===== src/rtl/posit_defines_es3.sv =====
// rtl/posit_defines_es3.sv - shared constants and stage types for the posit<32,3> round/pack path
package posit_defines_es3;

  localparam int ES         = 3;
  localparam int ABITS      = 32;
  localparam int FRAC_BITS  = ABITS - 1;
  localparam int SCALE_BITS = 9;
  localparam int POSIT_SERIALIZED_WIDTH_SUM_ES3 = 1 + SCALE_BITS + FRAC_BITS + 2;

  localparam int NBITS_ES3 = 32;
  localparam logic [NBITS_ES3-1:0] MAXPOS_ES3 = 32'h7FFF_FFFF;
  localparam logic [NBITS_ES3-1:0] MINPOS_ES3 = 32'h0000_0001;
  localparam logic [NBITS_ES3-1:0] NAR_ES3    = 32'h8000_0000;
  localparam int SCALE_MAX_ES3 = 240;

  // Alignment window: {regime seed(2), e, fraction} followed by enough zero padding
  // that the longest regime never pushes a set bit off the bottom.
  localparam int SHAMT_W   = SCALE_BITS - ES;
  localparam int ALIGN_PAD = NBITS_ES3;
  localparam int ALIGN_W   = 2 + ES + FRAC_BITS + ALIGN_PAD;

  typedef struct packed {
    logic                  sgn;
    logic [SCALE_BITS-1:0] scale;
    logic [FRAC_BITS-1:0]  fraction;
    logic                  inf;
    logic                  zero;
  } value_sum;

  typedef struct packed {
    logic                 sgn;
    logic                 nar;
    logic                 zero;
    logic                 cmax;
    logic                 cmin;
    logic                 fill;
    logic [SHAMT_W-1:0]   shamt;
    logic [ES-1:0]        exp;
    logic [FRAC_BITS-1:0] frac;
  } s1_t;

  typedef struct packed {
    logic                 sgn;
    logic                 nar;
    logic                 zero;
    logic [NBITS_ES3-2:0] mag;
  } s2_t;

endpackage


===== src/rtl/shift_right.sv =====
// rtl/shift_right.sv - logical right shift with a selectable fill bit for the vacated MSBs
module shift_right #(
  parameter int WIDTH   = 68,
  parameter int SHAMT_W = 6
) (
  input  logic [WIDTH-1:0]   data_i,
  input  logic [SHAMT_W-1:0] shamt_i,
  input  logic               fill_i,
  output logic [WIDTH-1:0]   data_o
);

  logic [WIDTH-1:0] fill_mask;

  assign fill_mask = fill_i ? ~({WIDTH{1'b1}} >> shamt_i) : '0;
  assign data_o    = (data_i >> shamt_i) | fill_mask;

endmodule


===== src/rtl/posit_round_pack_es3.sv =====
// rtl/posit_round_pack_es3.sv - three-stage round-to-nearest-even pack of an adder sum into posit<32,3>
module posit_round_pack_es3
  import posit_defines_es3::*;
(
  input  logic                                      clk,
  input  logic                                      reset_n,
  input  logic [POSIT_SERIALIZED_WIDTH_SUM_ES3-1:0] in_sum,
  input  logic                                      in_valid,
  output logic                                      in_ready,
  output logic [NBITS_ES3-1:0]                      out_posit,
  output logic                                      out_valid,
  input  logic                                      out_ready
);

  localparam int MAG_W = NBITS_ES3 - 1;
  localparam logic signed [SCALE_BITS-1:0] SCALE_HI = SCALE_BITS'(SCALE_MAX_ES3);
  localparam logic signed [SCALE_BITS-1:0] SCALE_LO = SCALE_BITS'(-SCALE_MAX_ES3);

  logic stall;
  logic v1_q, v2_q, out_valid_q;
  s1_t  s1_d, s1_q;
  s2_t  s2_d, s2_q;
  logic [NBITS_ES3-1:0] out_posit_d, out_posit_q;

  assign stall     = out_valid_q & ~out_ready;
  assign in_ready  = ~stall;
  assign out_valid = out_valid_q;
  assign out_posit = out_posit_q;

  value_sum                     sum_w;
  logic signed [SCALE_BITS-1:0] scale_w;
  logic [SHAMT_W-1:0]           k_w;

  assign sum_w   = value_sum'(in_sum);
  assign scale_w = $signed(sum_w.scale);
  assign k_w     = scale_w[SCALE_BITS-1:ES];

  // For k < 0 the regime is (-k) zeros then a one; seeding "01" and shifting by
  // -k-1 (== ~k) produces exactly that, mirroring the "10" seed shifted by k.
  always_comb begin
    s1_d       = '0;
    s1_d.sgn   = sum_w.sgn;
    s1_d.nar   = sum_w.inf;
    s1_d.zero  = sum_w.zero & ~sum_w.inf;
    s1_d.cmax  = scale_w > SCALE_HI;
    s1_d.cmin  = scale_w < SCALE_LO;
    s1_d.fill  = ~k_w[SHAMT_W-1];
    s1_d.shamt = k_w[SHAMT_W-1] ? ~k_w : k_w;
    s1_d.exp   = sum_w.scale[ES-1:0];
    s1_d.frac  = sum_w.fraction;
  end

  logic [ALIGN_W-1:0] align_in, aligned;

  assign align_in = {s1_q.fill, ~s1_q.fill, s1_q.exp, s1_q.frac, {ALIGN_PAD{1'b0}}};

  shift_right #(
    .WIDTH   (ALIGN_W),
    .SHAMT_W (SHAMT_W)
  ) u_align (
    .data_i  (align_in),
    .shamt_i (s1_q.shamt),
    .fill_i  (s1_q.fill),
    .data_o  (aligned)
  );

  logic [MAG_W-1:0] mag_raw;
  logic             guard, sticky, round_up;
  logic [MAG_W:0]   mag_sum;

  always_comb begin
    mag_raw  = aligned[ALIGN_W-1 -: MAG_W];
    guard    = aligned[ALIGN_W-MAG_W-1];
    sticky   = |aligned[ALIGN_W-MAG_W-2:0];
    round_up = guard & (mag_raw[0] | sticky);
    mag_sum  = {1'b0, mag_raw} + {{MAG_W{1'b0}}, round_up};
    s2_d      = '0;
    s2_d.sgn  = s1_q.sgn;
    s2_d.nar  = s1_q.nar;
    s2_d.zero = s1_q.zero;
    // A finite nonzero value must stay strictly between 0 and NaR.
    if (s1_q.cmax || mag_sum[MAG_W]) begin
      s2_d.mag = MAXPOS_ES3[MAG_W-1:0];
    end else if (s1_q.cmin || (mag_sum[MAG_W-1:0] == '0)) begin
      s2_d.mag = MINPOS_ES3[MAG_W-1:0];
    end else begin
      s2_d.mag = mag_sum[MAG_W-1:0];
    end
  end

  logic [NBITS_ES3-1:0] pos_w;

  always_comb begin
    pos_w = {1'b0, s2_q.mag};
    if (s2_q.nar) begin
      out_posit_d = NAR_ES3;
    end else if (s2_q.zero) begin
      out_posit_d = '0;
    end else if (s2_q.sgn) begin
      out_posit_d = ~pos_w + 1'b1;
    end else begin
      out_posit_d = pos_w;
    end
  end

  always_ff @(posedge clk or negedge reset_n) begin
    if (!reset_n) begin
      v1_q        <= 1'b0;
      v2_q        <= 1'b0;
      out_valid_q <= 1'b0;
      s1_q        <= '0;
      s2_q        <= '0;
      out_posit_q <= '0;
    end else if (!stall) begin
      v1_q        <= in_valid;
      s1_q        <= s1_d;
      v2_q        <= v1_q;
      s2_q        <= s2_d;
      out_valid_q <= v2_q;
      out_posit_q <= out_posit_d;
    end
  end

endmodule


===== config.mk =====
export PLATFORM = sky130hd
export DESIGN_NAME = posit_round_pack_es3
export DESIGN_NICKNAME = d
export VERILOG_FILES = /design/src/rtl/posit_defines_es3.sv /design/src/rtl/shift_right.sv /design/src/rtl/posit_round_pack_es3.sv
export SDC_FILE = /design/constraint.sdc
export NUM_CORES = 1
export LEC_CHECK = 0
export BUFFER_PORTS_ARGS = -buffer_cell sky130_fd_sc_hd__buf_4
export CAP_MARGIN = 10
export CORE_ASPECT_RATIO = 1.1
export CORE_MARGIN = 3
export CORE_UTILIZATION = 37
export DETAILED_ROUTE_END_ITERATION = 6
export SETUP_SLACK_MARGIN = 0.02
export SYNTH_ARGS = -nofsm -noshare
export SYNTH_HDL_FRONTEND = slang
export SYNTH_SLANG_ARGS = --single-unit
export TNS_END_PERCENT = 100

===== constraint.sdc =====
create_clock -name clk -period 8.95 [get_ports clk]
set_input_delay 0.4475 -clock clk [delete_from_list [all_inputs] [get_ports clk]]
set_output_delay 0.4475 -clock clk [all_outputs]
set_load 0.03 [all_outputs]

==> impl_metrics.csv <==
group,metric,value,unit
status,status,"completed",
global_routing,track_usage,0.210,
run,max_cap_violations,0,
yosys,ys_types,83,
routing,dr.pass1.iters,6,
routing,route.detailed.drc,0,
global_routing,grt_pass1_wl,43.7,mm
setup_path,cp-start-kind,"register",
clock_tree,numCtsBuffers,17,
cells_and_area,syn2layout_area_growth,15.0,%
yosys,syn_avg_cell_area,8.42,µm²
sta,finClkSkew,0.0124,ns
die,dieWidth,153,µm
placement,placed_cell_area,0.00953,mm²
yosys,ys_seq_elements,114,
clock_tree,cts_resized,0,
die,start_util,0.380,
clock_tree,cts_hold_buf,0,
worst_hold_path,hold_class,"input port to async pin",
sta,drv_slew,0,
yosys,synth_common_cells,"nand2_1, dfrtp_1, nor2_1, o21ai_0, xor2_1",
placement,dpl.hpwl,19.8,mm
die,die_h,168,µm
routing,vias,8167,
global_routing,antenna_found_initial,0,
clock_tree,cts.clk_slew.worst_paths,0.06,ns
clock_tree,clock_sinks,114,
sta,finalHoldViolations,0,
setup_path,worstPathRequired,9.26,ns
cells_and_area,final_cell_area,0.0101,mm²
routing,drtIter0Drc,1020,
clock_tree,post_cts_buffers,0,
die,coreArea,0.0231,mm²
placement,io_buffers,80,
global_routing,grt_max_degree,84,
sta,min_period_over_period,0.611,
yosys,synthTopCellsByArea,"dfrtp_1, nand2_1, mux4_2",
power_and_ir_drop,peakVddDrop,0.135,mV
placement,gp_congestion,1.02,
cells_and_area,multi_input_area,0.00553,mm²
sta,holdWs,0.0234,ns
sta,rsz0062_at_grt,"no",
die,core.rowCount,58,
setup_path,end_kind,"register",
setup_path,critical_path_arrival,5.77,ns
routing,wl_per_cell,19.4,µm
routing,wl,27.0,mm
sta,tns,0,ns
setup_path,reg2regPathDepth,15,
cells_and_area,fin_nets,1137,
clock_tree,cts_htree_levels,4,
placement,placedCellCount,1364,
clock_tree,root_buffer,"clkbuf_16",
sta,fmax,183,MHz
cells_and_area,layout-drive-gt1-share,0.162,
cells_and_area,fillers,2359,
power_and_ir_drop,power.leakage,4.32,nW
sta,period_minus_slack,5.47,ns
yosys,seq_area_frac_synth,0.324,
cells_and_area,n_antenna_cell,0,
routing,viasPerCell,5.85,
yosys,synth.cell_area,0.00880,mm²
cells_and_area,post-route-util,0.437,
yosys,ys_async_sr_fraction,1.00,
yosys,yosys.cell_count.top_type,"nand2_1",
clock_tree,cts_tree,"built",
setup_path,crit_fanout,44,
global_routing,grt-ovfl-total,0,
die,dieArea,0.0257,mm²
clock_tree,cts_buffer_depth,2,
yosys,synth_top_area_share,0.324,
yosys,netlist_instances,1045,
yosys,yosys_warnings,0,
yosys,synth_edf_count,0,
sta,worst_pin_slew,1.02,ns
power_and_ir_drop,power_density,348,mW/mm²
yosys,synth_ff_type,"dfrtp_1",
setup_path,critPathKind,"register to register",
sta,final-setup-viol-count,0,
die,io_pins,81,
yosys,synth_largest_area_cell,"dfrtp_1",
yosys,syn_nets,1099,
routing,ant_nets,0,
cells_and_area,register_area,0.00286,mm²
cells_and_area,fin_cells,1396,
sta,slew_headroom,0.318,
global_routing,grt_pass1_vias,7928,
clock_tree,insertion_delay,0.43,ns
## state kept, by name (all words and copies together) (netlist names)
name and cells:
pos_w 31, out_valid 1, v1_q 1, s1_q 10, v2_q 1, s2_q 3
out_posit 32, align_in 35
## cells in the final DEF, fill, tap and decap left out, drive strengths merged, types with 7 or more instances in the layout
| cell type | Yosys | routed |
|---|---|---|
| xor2 | 40 | 40 |
| inv | 18 | 20 |
| or4 | 9 | 9 |
| and2 | 12 | 12 |
| dfrtp | 114 | 114 |
| nand4 | 10 | 10 |
| mux4 | 22 | 22 |
| a31oi | 8 | 8 |
| buf | 34 | 93 |
| o31ai | 11 | 11 |
| nor2b | 16 | 16 |
| ha | 7 | 7 |
| or3 | 12 | 12 |
| nand2 | 214 | 214 |
| mux2 | 15 | 15 |
| nor4 | 12 | 12 |
| o211ai | 13 | 13 |
| nor2 | 80 | 80 |
| mux2i | 32 | 32 |
| clkbuf | 40 | 18 |
| o221ai | 8 | 8 |
| a22oi | 10 | 10 |
| nor3 | 20 | 20 |
| nand2b | 13 | 13 |
| o22a | 25 | 25 |
| o21ai | 70 | 70 |
| xnor2 | 24 | 24 |
| clkinv | 1 | 8 |
| nand3 | 9 | 9 |
| a21oi | 34 | 34 |
## cell families (layout without fill, tap and decap cells)
logic type,after synthesis,count (layout),share of synthesized area
simple gates,443,443,0.238
compound gates,255,255,0.204
flops,114,114,0.324
buf+inv,93,144,0.0485
mux,69,69,0.112
xor+xnor,64,64,0.0637
fa+ha+maj,7,7,0.00995
## final timing paths
check / end / slack, ns / from
worst max-delay path: pos_w[0]$_DFFE_PN0N_ / 3.48 / s1_q[34]$_DFFE_PN0N_
worst min-delay path: out_posit[7]$_DFFE_PN0N_ / 0.02 / reset_n
worst max register to register: pos_w[0]$_DFFE_PN0N_ / 3.48 / s1_q[34]$_DFFE_PN0N_
worst min register to register: v2_q$_DFFE_PN0N_ / 0.46 / v2_q$_DFFE_PN0N_
max in group asynchronous: s1_q[34]$_DFFE_PN0N_ / 7.60 / reset_n
min in group clk: align_in[36]$_DFFE_PN0N_ / 0.21 / in_sum[6]
## layer usage
layer	global-route usage	share of wire
met1	0.267	0.42
met2	0.348	0.48
met3	0.0320	0.057
met4	0.103	0.047
met5	0	0
## area by class of cell
class,instances,area share
inverter,19,0.00704
clock buffer,18,0.0434
clock inverter,14,0.0154
timing repair buffer,93,0.0690
multi-input combinational,838,0.546
sequential,114,0.282
tap,300,0.0371
## metrics by stage
step	power [mW]	worst slack [ns]
2_1_floorplan	2.27	3.96
3_3_place_gp	2.81	3.72
3_5_place_dp	2.81	3.58
4_1_cts	3.52	3.56
5_1_grt	3.77	3.23
6_report	3.52	3.48
## worst max-delay path, stage by stage, from the launching register on
cell and delay (ns):
dfrtp_2 0.61, buf_4 0.62, mux2i_1 0.35, mux4_2 0.58, o22a_1 0.19, o221ai_1 0.15, nor2b_1 0.19, ha_1 0.15
inv_1 0.07, or4_1 0.66, or4_1 0.49, nor4b_1 0.60, o32ai_1 0.14, o221ai_1 0.12, nor4_1 0.08, o32a_1 0.28
## report_power, final
part	total, mW	switching, mW	internal (mW)
logic	1.92	1.18	0.744
clock network	0.692	0.272	0.420
registers	0.911	0.214	0.697
total	3.52	1.66	1.86
No activity file was read; power rests on OpenSTA's default activity.
